<file path="config.mk">
export PLATFORM = sky130hd
export DESIGN_NAME = sub_serial
export DESIGN_NICKNAME = d
export VERILOG_FILES = /design/src/rtl/sub_serial_pkg.sv /design/src/rtl/sub_serial_chunk.sv /design/src/rtl/sub_serial.sv
export SDC_FILE = /design/constraint.sdc
export NUM_CORES = 1
export LEC_CHECK = 0
export BUFFER_PORTS_ARGS = -buffer_cell sky130_fd_sc_hd__buf_2
export CORE_UTILIZATION = 45
export CTS_CLUSTER_DIAMETER = 120
export DETAILED_ROUTE_END_ITERATION = 12
export HOLD_SLACK_MARGIN = 0.15
export PLACE_DENSITY_LB_ADDON = 0.08
export REMOVE_ABC_BUFFERS = 1
export SYNTH_ARGS = -nofsm -noshare
export SYNTH_HDL_FRONTEND = slang
export SYNTH_SLANG_ARGS = --single-unit
</file>
<file path="constraint.sdc">
create_clock -name clk -period 3.25 [get_ports clk]
set_input_delay 0.325 -clock clk [delete_from_list [all_inputs] [get_ports clk]]
set_output_delay 0.325 -clock clk [all_outputs]
set_load 0.005 [all_outputs]
</file>
<file path="src/rtl/sub_serial_pkg.sv">
// Shared definitions for the chunk-serial subtractor: default geometry,
// FSM state encoding and a counter-width helper.
package sub_serial_pkg;

    localparam int DEF_WIDTH = 16;
    localparam int DEF_CHUNK = 4;

    typedef enum logic [1:0] {
        ST_IDLE = 2'd0,
        ST_RUN  = 2'd1,
        ST_DONE = 2'd2
    } state_t;

    // Width of a counter that must hold 0 .. n-1 (never narrower than 1 bit).
    function automatic int cnt_width(input int n);
        return (n > 1) ? $clog2(n) : 1;
    endfunction

endpackage

</file>
<file path="src/rtl/sub_serial_chunk.sv">
// Combinational CHUNK-bit subtract slice: diff = a - b - borrow_in,
// borrow_out is the borrow leaving the slice MSB.
module sub_chunk
    import sub_serial_pkg::*;
#(
    parameter int CHUNK = DEF_CHUNK
) (
    input  logic [CHUNK-1:0] a_i,
    input  logic [CHUNK-1:0] b_i,
    input  logic             borrow_i,
    output logic [CHUNK-1:0] diff_o,
    output logic             borrow_o
);

    // One extra bit on the left catches the borrow as the sign of the result.
    assign {borrow_o, diff_o} = {1'b0, a_i} - {1'b0, b_i} - {{CHUNK{1'b0}}, borrow_i};

endmodule

</file>
<file path="src/rtl/sub_serial.sv">
// Chunk-serial subtractor: captures a and b on start, subtracts CHUNK bits
// per cycle LSB first with a registered borrow, then presents diff and the
// flags for one done cycle and holds them until the next accepted start.
module sub_serial
    import sub_serial_pkg::*;
#(
    parameter int WIDTH = DEF_WIDTH,
    parameter int CHUNK = DEF_CHUNK
) (
    input  logic             clk,
    input  logic             reset,
    input  logic             start,
    input  logic [WIDTH-1:0] a,
    input  logic [WIDTH-1:0] b,
    output logic             busy,
    output logic             done,
    output logic [WIDTH-1:0] diff,
    output logic             carry,
    output logic             overflow,
    output logic             zero
);

    localparam int             NCHUNK   = WIDTH / CHUNK;
    localparam int             CW       = cnt_width(NCHUNK);
    localparam logic [CW-1:0]  LAST_CNT = CW'(NCHUNK - 1);

    state_t           state_q;
    logic [CW-1:0]    cnt_q;
    logic [WIDTH-1:0] a_q, b_q;
    logic             borrow_q;
    logic [WIDTH-1:0] acc_q;
    logic             busy_q, done_q;
    logic [WIDTH-1:0] diff_q;
    logic             carry_q, overflow_q, zero_q;

    logic [CHUNK-1:0] a_chunk, b_chunk, chunk_diff;
    logic             chunk_borrow;
    logic [WIDTH-1:0] acc_d;
    logic             overflow_d, zero_d;

    // Select the operand slices addressed by the chunk counter and form the
    // next partial result plus the flags it would produce on the last chunk.
    // NOTE: every always_comb output gets a value on every path, so no latch
    // can be inferred.
    always_comb begin
        a_chunk    = CHUNK'(a_q >> (int'(cnt_q) * CHUNK));
        b_chunk    = CHUNK'(b_q >> (int'(cnt_q) * CHUNK));
        acc_d      = (acc_q >> CHUNK) | (WIDTH'(chunk_diff) << (WIDTH - CHUNK));
        overflow_d = (a_q[WIDTH-1] != b_q[WIDTH-1]) && (acc_d[WIDTH-1] != a_q[WIDTH-1]);
        zero_d     = (acc_d == '0);
    end

    sub_chunk #(
        .CHUNK (CHUNK)
    ) u_chunk (
        .a_i      (a_chunk),
        .b_i      (b_chunk),
        .borrow_i (borrow_q),
        .diff_o   (chunk_diff),
        .borrow_o (chunk_borrow)
    );

    // Control FSM, chunk counter, operand capture and registered outputs.
    // NOTE: all state here is assigned with <= so every register samples the
    // pre-edge values, independent of statement order.
    always_ff @(posedge clk or posedge reset) begin
        if (reset) begin
            state_q    <= ST_IDLE;
            cnt_q      <= '0;
            a_q        <= '0;
            b_q        <= '0;
            borrow_q   <= 1'b0;
            acc_q      <= '0;
            busy_q     <= 1'b0;
            done_q     <= 1'b0;
            diff_q     <= '0;
            carry_q    <= 1'b0;
            overflow_q <= 1'b0;
            zero_q     <= 1'b0;
        end else begin
            case (state_q)
                ST_IDLE, ST_DONE: begin
                    done_q <= 1'b0;
                    if (start) begin
                        a_q      <= a;
                        b_q      <= b;
                        borrow_q <= 1'b0;
                        cnt_q    <= '0;
                        acc_q    <= '0;
                        busy_q   <= 1'b1;
                        state_q  <= ST_RUN;
                    end else begin
                        state_q  <= ST_IDLE;
                    end
                end
                ST_RUN: begin
                    borrow_q <= chunk_borrow;
                    acc_q    <= acc_d;
                    if (cnt_q == LAST_CNT) begin
                        cnt_q      <= '0;
                        busy_q     <= 1'b0;
                        done_q     <= 1'b1;
                        diff_q     <= acc_d;
                        carry_q    <= chunk_borrow;
                        overflow_q <= overflow_d;
                        zero_q     <= zero_d;
                        state_q    <= ST_DONE;
                    end else begin
                        cnt_q      <= cnt_q + CW'(1);
                    end
                end
                default: begin
                    cnt_q   <= '0;
                    busy_q  <= 1'b0;
                    done_q  <= 1'b0;
                    state_q <= ST_IDLE;
                end
            endcase
        end
    end

    assign busy     = busy_q;
    assign done     = done_q;
    assign diff     = diff_q;
    assign carry    = carry_q;
    assign overflow = overflow_q;
    assign zero     = zero_q;

endmodule

</file>
# Word level (Yosys, flattened, before mapping)
# Cells that the tools add are included.
[word_totals] input_bits=35 output_inout_bits=21 ff_bits=74
[classes] bitwise_logic=1 add_sub_neg=3 eq_ne=7 shift=2 reduce_logical=9 n_mux=15
[ops] op="16-bit one-hot mux with 2 select lines" n=1
[ops] op="16-bit by 4-bit right shift with 4-bit output" n=2
[ops] op="16-bit zero test" n=1
[ops] op="16-bit two-way mux" n=1
[ops] op="12-bit by 16-bit bitwise OR with 16-bit output" n=1
[ops] op="2-bit one-hot mux with 2 select lines" n=2
[ops] op="2-bit AND reduction" n=4
[ops] op="1-bit two-way mux" n=6
[ops] op="2-bit two-way mux" n=3
[ops] op="4-bit by 4-bit subtractor with 5-bit output" n=1
[ops] op="5-bit by 1-bit subtractor with 5-bit output" n=1
[ops] op="2-bit equality test, second input constant" n=2
[ops] op="2-bit inequality test, second input constant" n=2
[ops] op="1-bit one-hot mux with 2 select lines" n=2
[ops] op="2-bit by 1-bit adder with 2-bit output, second input constant" n=1
[ops] op="2-bit by 1-bit equality test with 1-bit output, second input constant" n=1
[ops] op="2-bit zero test" n=1
[ops] op="1-bit inequality test" n=2
[ops] op="2-bit nonzero test" n=1
[ops] op="2-bit OR reduction" n=1
[ops] op="1-bit logical AND" n=1

# Longest topological paths before layout
# Gate-level depths: netlist of the first run.
[logic_depth] depth_word=6 depth_mapped=10 ltp_nobuf=9

# Cells and area by module
# A second synthesis of the first run with hierarchy kept.
[hier_totals] cells_unflattened=207 hier_area_um2=3056.7
[modules_own_cells] mod="sub_serial" area_each_um2=2849.0 seq_area_each_um2=1751.7 cells_each=183 instances=1
[modules_own_cells] mod="sub_chunk" area_each_um2=207.7 seq_area_each_um2=0.0 cells_each=24 instances=1

# Worst setup path after synthesis of the first run
# Ideal clock, no wire load.
[synth_path] kind="reg2reg" from="register cnt_q[0]" to="register diff_q[15] (netlist: diff[15])" t_arrival_ns=2.874 t_required_ns=3.125 path_buffers=1 stages_incl_launch_ff=10 setup_time_ns=0.125 path_slack_ns=0.251 cell_sequence="dfrtp_1 -> buf_4 -> mux4_2 -> fa_1 -> inv_1 -> ha_1 -> or4b_1 -> o221a_2 -> and3_4 -> mux2_4"
[synth_between] elab_chain_cells=4
[synth_lines] item="start: declaration" line="sub_serial.sv:28" source="logic [CW-1:0] cnt_q;"
[synth_lines] item="start signal: assignment" line="sub_serial.sv:109" source="cnt_q <= cnt_q + CW'(1);"
[synth_lines] item="16-bit by 4-bit right shift with 4-bit output (on tied branches)" line="sub_serial.sv:46, sub_serial.sv:47"
[synth_lines] item="4-bit by 4-bit subtractor with 5-bit output" line="sub_serial_chunk.sv:16" source="assign {borrow_o, diff_o} = {1'b0, a_i} - {1'b0, b_i} - {{CHUNK{1'b0}}, borrow_i};"
[synth_lines] item="5-bit by 1-bit subtractor with 5-bit output" line="sub_serial_chunk.sv:16"
[synth_lines] item="12-bit by 16-bit bitwise OR with 16-bit output" line="sub_serial.sv:48" source="acc_d = (acc_q >> CHUNK) | (WIDTH'(chunk_diff) << (WIDTH - CHUNK));"
[synth_lines] item="end signal: assignment" line="sub_serial.sv:76" source="diff_q <= '0;"
[synth_lines] item="end signal: assignment" line="sub_serial.sv:103" source="diff_q <= acc_d;"
[synth_lines] item="end: declaration" line="sub_serial.sv:33" source="logic [WIDTH-1:0] diff_q;"
# Several ways; a longest one is shown, not always the timed one.
# A chain may end at the register's enable or synchronous reset.

# Worst setup path after layout of the first run
# Ends and elaborated chain as after synthesis.

==> Flow_metrics.wiki, run 1 <==
{| class="wikitable"
! Metric !! Value
|-
| Gp weighted congestion || 0.7916
|-
| Area used by multi-input combinational logic || 0.001246 mm^2
|-
| Gate Count Post-Synth || 216
|-
| CTS tree || yes
|-
| Synth unique cells || 38
|-
| Static leakage || 1.708 nW
|-
| Count of buffering cells on the critical path with inverters included || 2
|-
| Half-perimeter wire length after placement || 3890 um
|-
| Cell area reported after detailed placement || 0.003427 mm^2
|-
| Netlist area before placement || 0.003058 mm^2
|-
| Port Buffers || 55
|-
| Filler Cells Inserted || 571
|-
| Run status || complete, but fails checks
|-
| Final worst hold slack || 0.2096 ns
|-
| Reg2Reg Capture Point || diff[15]
|-
| Maximum level of the CTS H-tree || 3
|-
| Worst-path cell with the longest stage delay || sky130_fd_sc_hd__mux4_2
|-
| Count of cells resized by post-cts repair || 0
|-
| Routed length per placed instance || 15.29 um
|-
| Synth async-reset ratio || 100.0%
|-
| Number of clock sinks || 69
|-
| DRT Pass-1 Iters || 9
|-
| Kind of cell adding the most delay to the critical path || multiplexers
|-
| Hold-critical path depth || 2
|-
| Clk Latency, worst-skew pair || 0.34 ns
|-
| Number of cells on the worst reg-to-reg path || 9
|-
| Number of warnings reported in the yosys synthesis log || 0
|-
| Pre-CTS setup slack || 0.2369 ns
|-
| Pin count of the biggest net entering global routing || 70
|-
| TritonCTS buffer count || 9
|-
| Vias in the first global route || 1,938
|-
| Critical Setup Path Class || register to register
|-
| Antenna diodes || 0
|-
| Data arrival time of the worst path || 3.23 ns
|-
| Global-route wire length before repair || 9549 um
|-
| Relative slew slack || 42.48%
|-
| Share of cells above drive strength 1 || 48.41%
|-
| Sequential-to-total area share from yosys stat || 56.46%
|-
| Ports placed on the boundary || 56
|-
| Core Rows || 29
|-
| Post-route DRC violation count || 10
|-
| Accumulated negative setup slack || 0 ns
|-
| Share of the clock period used by the worst path || 92.51%
|-
| Vias per cell || 5.225
|-
| Top cell type's share of synthesized area || 56.46%
|-
| Clock slew at reported path FFs || 0.08 ns
|-
| Flip-flop cell with the highest count after synthesis || sky130_fd_sc_hd__dfrtp_1
|-
| Nets@finish || 320
|-
| Seq. cell area || 0.001727 mm^2
|-
| Tmin final || 3.006 ns
|-
| Number of enable flip-flop cells after synthesis || 0
|-
| Routed Antenna Nets || 0
|-
| DIE AREA || 0.007129 mm^2
|-
| Max_cap viols || 0
|-
| Top-count cell post-synth || sky130_fd_sc_hd__dfrtp_1
|-
| Post-synthesis sequential element count || 69
|-
| Biggest cell delay along the critical path || 0.52 ns
|-
| Die width || 84.44 um
|-
| Detailed-route wire length || 5506 um
|-
| Final instance area || 0.003642 mm^2
|-
| Cts hold-fix bufs || 0
|-
| Terminating pin of the worst hold path || a_q[14]
|-
| Area Growth Syn to Fin || 19.11%
|-
| Crit-path cells || buf_4, mux4_2, ha_1, inv_1, ha_1, or4b_1, o221a_2, and3_4, mux2_4
|-
| Setup repair after global routing missed its margin || false
|-
| Startpoint of the most critical register-to-register path || cnt_q[0]
|-
| Highest net fanout along the worst path || 11
|-
| Total power draw || 0.004449 W
|-
| Reg2reg setup slack || 0.24 ns
|-
| Cell area power density || 1222 mW/mm^2
|-
| Startpoint of the most critical hold path || a[14]
|-
| Worst setup SP type || register
|-
| CP endpoint kind || register
|-
| Highest clock rate || 332.6 MHz
|-
| Post-CTS setup buffers || 0
|-
| Worst min-delay path class || input pin to register
|-
| Overall Global Routing Usage || 17.20%
|-
| Std-Cell Core Area || 0.006459 mm^2
|-
| Top cell by count, worst path || sky130_fd_sc_hd__ha_1
|-
| Vertical die dimension || 84.44 um
|-
| Total via count in the routed design || 1,881
|-
| Number of hold violations in the final report || 0
|-
| Setup slack after layout || 0.2435 ns
|-
| Failing checks || DRC
|-
| Commonest cells post-synth || sky130_fd_sc_hd__dfrtp_1, sky130_fd_sc_hd__mux2_2, sky130_fd_sc_hd__a22o_1, sky130_fd_sc_hd__inv_1, sky130_fd_sc_hd__nand2_1
|-
| Synthesized area per cell || 14.16 um^2
|-
| Number of DRC markers in iteration 0 || 81
|-
| Maximum clock insertion buffer count || 2
|-
| Master cell of the clock root buffer || sky130_fd_sc_hd__clkbuf_8
|-
| Remaining global-route overflow || 0
|-
| Worst Clk Skew || 0.01038 ns
|-
| Transition time of the tightest slew-check pin || 0.8628 ns
|-
| Number of antenna violations at the first check in global routing || 0
|-
| Most area-hungry cell type in the Yosys netlist || sky130_fd_sc_hd__dfrtp_1
|-
| WP data required || 3.47 ns
|-
| Total of endpoints with negative setup slack in the final report || 0
|-
| Top cells by area, synth || sky130_fd_sc_hd__dfrtp_1, sky130_fd_sc_hd__mux2_2, sky130_fd_sc_hd__mux4_2
|-
| Final number of max-transition violations || 0
|-
| Worst supply voltage drop on vdd || 0.4803 mV
|-
| Initial Utilization || 47.35%
|}
[stage by stage]
step           std cells  util [%]
3_3_place_gp         344     53.06
6_report             360     56.39
5_1_grt              360     56.39
3_5_place_dp         344     53.06
4_1_cts              360     56.39
2_1_floorplan        206         -
[power by group]
| part | internal (W) | switching [W] |
|---|---|---|
| Combinational | 0.00117 | 0.000965 |
| Clock | 0.000432 | 0.000328 |
| Sequential | 0.00128 | 0.000276 |
| Total | 0.00288 | 0.00157 |
[registers in the layout, summed over array words and instances (netlist names)]
register and count:
zero 1, b_q 16, cnt_q 2, overflow 1
acc_q 12, carry 1, state_q 2, diff 16
a_q 16, borrow_q 1, busy 1
[logic make-up after synthesis]
kind of cell / share of synthesized area, %
xor+xnor: 0.5729
buf+inv: 2.864
flops: 56.46
mux: 23.20
compound gates: 6.547
simple gates: 6.997
fa+ha+maj: 3.355
[cell usage in the layout, fill, tap and decap left out, types with 2 or more instances in the layout]
cell type	n
sky130_fd_sc_hd__buf_4	6
sky130_fd_sc_hd__dfrtp_1	69
sky130_fd_sc_hd__nor2b_1	3
sky130_fd_sc_hd__mux2i_1	3
sky130_fd_sc_hd__o21ai_0	8
sky130_fd_sc_hd__mux2_2	45
sky130_fd_sc_hd__clkinv_4	2
sky130_fd_sc_hd__bufinv_16	2
sky130_fd_sc_hd__clkinv_2	2
sky130_fd_sc_hd__xnor2_1	2
sky130_fd_sc_hd__a22o_1	10
sky130_fd_sc_hd__nand2b_1	4
sky130_fd_sc_hd__mux4_2	7
sky130_fd_sc_hd__nor2_1	5
sky130_fd_sc_hd__inv_1	9
sky130_fd_sc_hd__nand3b_1	2
sky130_fd_sc_hd__clkbuf_8	9
sky130_fd_sc_hd__ha_1	5
sky130_fd_sc_hd__buf_2	55
sky130_fd_sc_hd__nand2_1	10
sky130_fd_sc_hd__fa_1	2
[area by class of cell]
| cell class | instances | area share, % |
|---|---|---|
| repair buffers | 61 | 8.794 |
| clock buffers | 10 | 3.504 |
| clock inverters | 6 | 2.405 |
| multi-input cells | 127 | 34.22 |
| flip-flops and latches | 69 | 47.41 |
| inverters | 10 | 1.031 |
| well taps | 77 | 2.645 |
[layer usage]
layer | global-route usage, % | routed length [um]
met5 | 0 | 0
met3 | 3.933 | 198
met1 | 22.02 | 2602
met4 | 7.858 | 87
met2 | 28.09 | 2618
[worst max-delay path by stage]
stage             start        to  slack (ns)  cells past startpoint
5_1_grt        cnt_q[0]  overflow         0.1                      9
4_1_cts        cnt_q[0]  diff[15]        0.22                      9
2_1_floorplan  cnt_q[0]  diff[15]        0.13                      8
6_report       cnt_q[0]  diff[15]        0.24                      9
3_3_place_gp   cnt_q[0]  diff[15]        0.29                      9
3_5_place_dp   cnt_q[0]  diff[15]        0.24                      9
(Power assumes the default switching activity.)
==> run 2, diff against run 1 <==
Settings changed: CORE_UTILIZATION 45 to 55, CTS_BUF_LIST from default to sky130_fd_sc_hd__clkbuf_16.
==> Flow_metrics.wiki, run 2 (same netlist as run 1, synthesis figures left out) <==
{| class="wikitable"
! Metric !! Value
|-
| Run status || finished, final reports clean
|-
| Cell area power density || 1245 mW/mm^2
|-
| Clock slew at reported path FFs || 0.05 ns
|-
| Vertical die dimension || 76.57 um
|-
| Sequential share of power || 34.3%
|-
| Tmin final || 3.022 ns
|-
| Setup repair after global routing missed its margin || false
|-
| Number of hold violations in the final report || 0
|-
| TritonCTS buffer count || 9
|-
| Routed length per placed instance || 16.15 um
|-
| Port Buffers || 55
|-
| Half-perimeter wire length after placement || 4161 um
|-
| Switch share || 35.56%
|-
| Clk Latency, worst-skew pair || 0.33 ns
|-
| Initial Utilization || 58.39%
|-
| Static leakage || 1.742 nW
|-
| WP data required || 3.46 ns
|-
| Transition time of the tightest slew-check pin || 0.8307 ns
|-
| Vias per cell || 5.576
|-
| Final instance area || 0.003702 mm^2
|-
| Worst supply voltage drop on vdd || 0.7867 mV
|-
| Logic gate share of total power || 47.4%
|-
| Maximum clock insertion buffer count || 2
|-
| Vias in the first global route || 2,051
|-
| Share of the clock period used by the worst path || 92.98%
|-
| Share of the core filled with cells || 70.69%
|-
| Count of cells resized by post-cts repair || 0
|-
| Detailed-route wire length || 5751 um
|-
| CTS tree || yes
|-
| Post-route DRC violation count || 0
|-
| Maximum level of the CTS H-tree || 3
|-
| Gp weighted congestion || 0.8338
|-
| Number of clock sinks || 69
|-
| Worst setup SP type || register
|-
| Clock network fraction of design power || 18.3%
|-
| Most frequent cells in the layout || sky130_fd_sc_hd__dfrtp_1, sky130_fd_sc_hd__buf_2, sky130_fd_sc_hd__mux2_2
|-
| Highest clock rate || 330.9 MHz
|-
| Remaining global-route overflow || 0
|-
| Total via count in the routed design || 1,985
|-
| Area Growth Syn to Fin || 21.07%
|-
| Number of DRC markers in iteration 0 || 95
|-
| Internal power || 0.002970 W
|-
| Worst Clk Skew || 0.003957 ns
|-
| Std-Cell Core Area || 0.005238 mm^2
|-
| Ports placed on the boundary || 56
|-
| Relative slew slack || 44.42%
|-
| Pin count of the biggest net entering global routing || 55
|-
| Global-route wire length before repair || 9846 um
|-
| Share of cells above drive strength 1 || 47.90%
|-
| Cell area reported after detailed placement || 0.003433 mm^2
|-
| DRT Pass-1 Iters || 4
|-
| Max_cap viols || 0
|-
| Die width || 76.57 um
|-
| Accumulated negative setup slack || 0 ns
|-
| Worst min-delay path class || input pin to register
|-
| Power dissipated by switching net loads || 0.001639 W
|-
| Number of antenna violations at the first check in global routing || 0
|-
| Routed Antenna Nets || 0
|-
| Pre-CTS setup slack || 0.2307 ns
|-
| Most common library cell in the layout ignoring fill and taps || sky130_fd_sc_hd__dfrtp_1
|-
| Highest net fanout along the worst path || 5
|-
| Core Rows || 26
|-
| DIE AREA || 0.005862 mm^2
|-
| Setup slack after layout || 0.2283 ns
|-
| Nets@finish || 323
|-
| Post-CTS setup buffers || 0
|-
| Overall Global Routing Usage || 22.15%
|-
| Critical Setup Path Class || register to register
|-
| Antenna diodes || 0
|-
| Total of endpoints with negative setup slack in the final report || 0
|-
| Final number of max-transition violations || 0
|-
| CP endpoint kind || register
|-
| Final worst hold slack || 0.2248 ns
|-
| Master cell of the clock root buffer || sky130_fd_sc_hd__clkbuf_16
|-
| Data arrival time of the worst path || 3.23 ns
|}
## run 2: changes by cell type in the layout (fill, tap and decap cells not counted), moves of 2 or more
cell                        before  now
sky130_fd_sc_hd__bufinv_16       2    0
sky130_fd_sc_hd__clkinv_4        2    0
sky130_fd_sc_hd__clkbuf_8        9    0
sky130_fd_sc_hd__clkinv_1        0    2
sky130_fd_sc_hd__buf_4           6    8
sky130_fd_sc_hd__clkbuf_16       0    9
## run 2: power by group through the flow
stage | Sequential [W] | Combinational, W | Clock, W
after floorplan | 0.00152 | 0.00162 | 0
after global placement | 0.00158 | 0.00213 | 0
after detailed placement | 0.00160 | 0.00219 | 0
after CTS | 0.00159 | 0.00221 | 0.000855
after global routing | 0.00163 | 0.00243 | 0.000888
final | 0.00158 | 0.00219 | 0.000845
## run 2: metal layers
layer  GRT usage, %  vias up  share of wire, %
met1          27.57      993                43
met2          36.49       63                52
met3          5.269       13               3.8
li1               -      916                 -
met5              0        -                 0
met4          10.58        0               2.1
## run 2: cell type report
class,count,area [um^2]
sequential,69,1727
fill,379,1535
multi-input combinational,127,1246
timing repair buffer,64,345.3
clock buffer,9,225.2
tap,70,87.58
inverter,10,37.54
clock inverter,7,33.78
## run 2: worst max-delay path: stages, from the launching register on
cell,delay (ns)
sky130_fd_sc_hd__dfrtp_1,0.50
sky130_fd_sc_hd__mux4_2,0.56
sky130_fd_sc_hd__fa_1,0.39
sky130_fd_sc_hd__inv_1,0.10
sky130_fd_sc_hd__ha_1,0.25
sky130_fd_sc_hd__or4b_1,0.52
sky130_fd_sc_hd__o221a_2,0.15
sky130_fd_sc_hd__and3_4,0.19
sky130_fd_sc_hd__mux2_4,0.25
## run 2: through the flow
step	std cells	power (W)
2_1_floorplan	206	0.003147
3_3_place_gp	339	0.003705
3_5_place_dp	339	0.003783
4_1_cts	356	0.004650
5_1_grt	356	0.004950
6_report	356	0.004610
## run 2: timing repair
item,in CTS,in global routing
hold buffers,1,0
setup endpoints to repair,0,0
endpoints found under the hold margin,15,0
## run 2: worst paths after layout
| check | startpoint | endpoint | slack, ns | cells after the start |
|---|---|---|---|---|
| max in group asynchronous | reset | borrow_q | 1.77 | 4 |
| min in group asynchronous | reset | diff[4] | 0.51 | 3 |
| max | cnt_q[0] | diff[15] | 0.23 | 8 |
| max reg2reg | cnt_q[0] | diff[15] | 0.23 | 8 |
| min reg2reg | diff[12] | diff[12] | 0.47 | 2 |
| min | b[9] | b_q[9] | 0.22 | 2 |
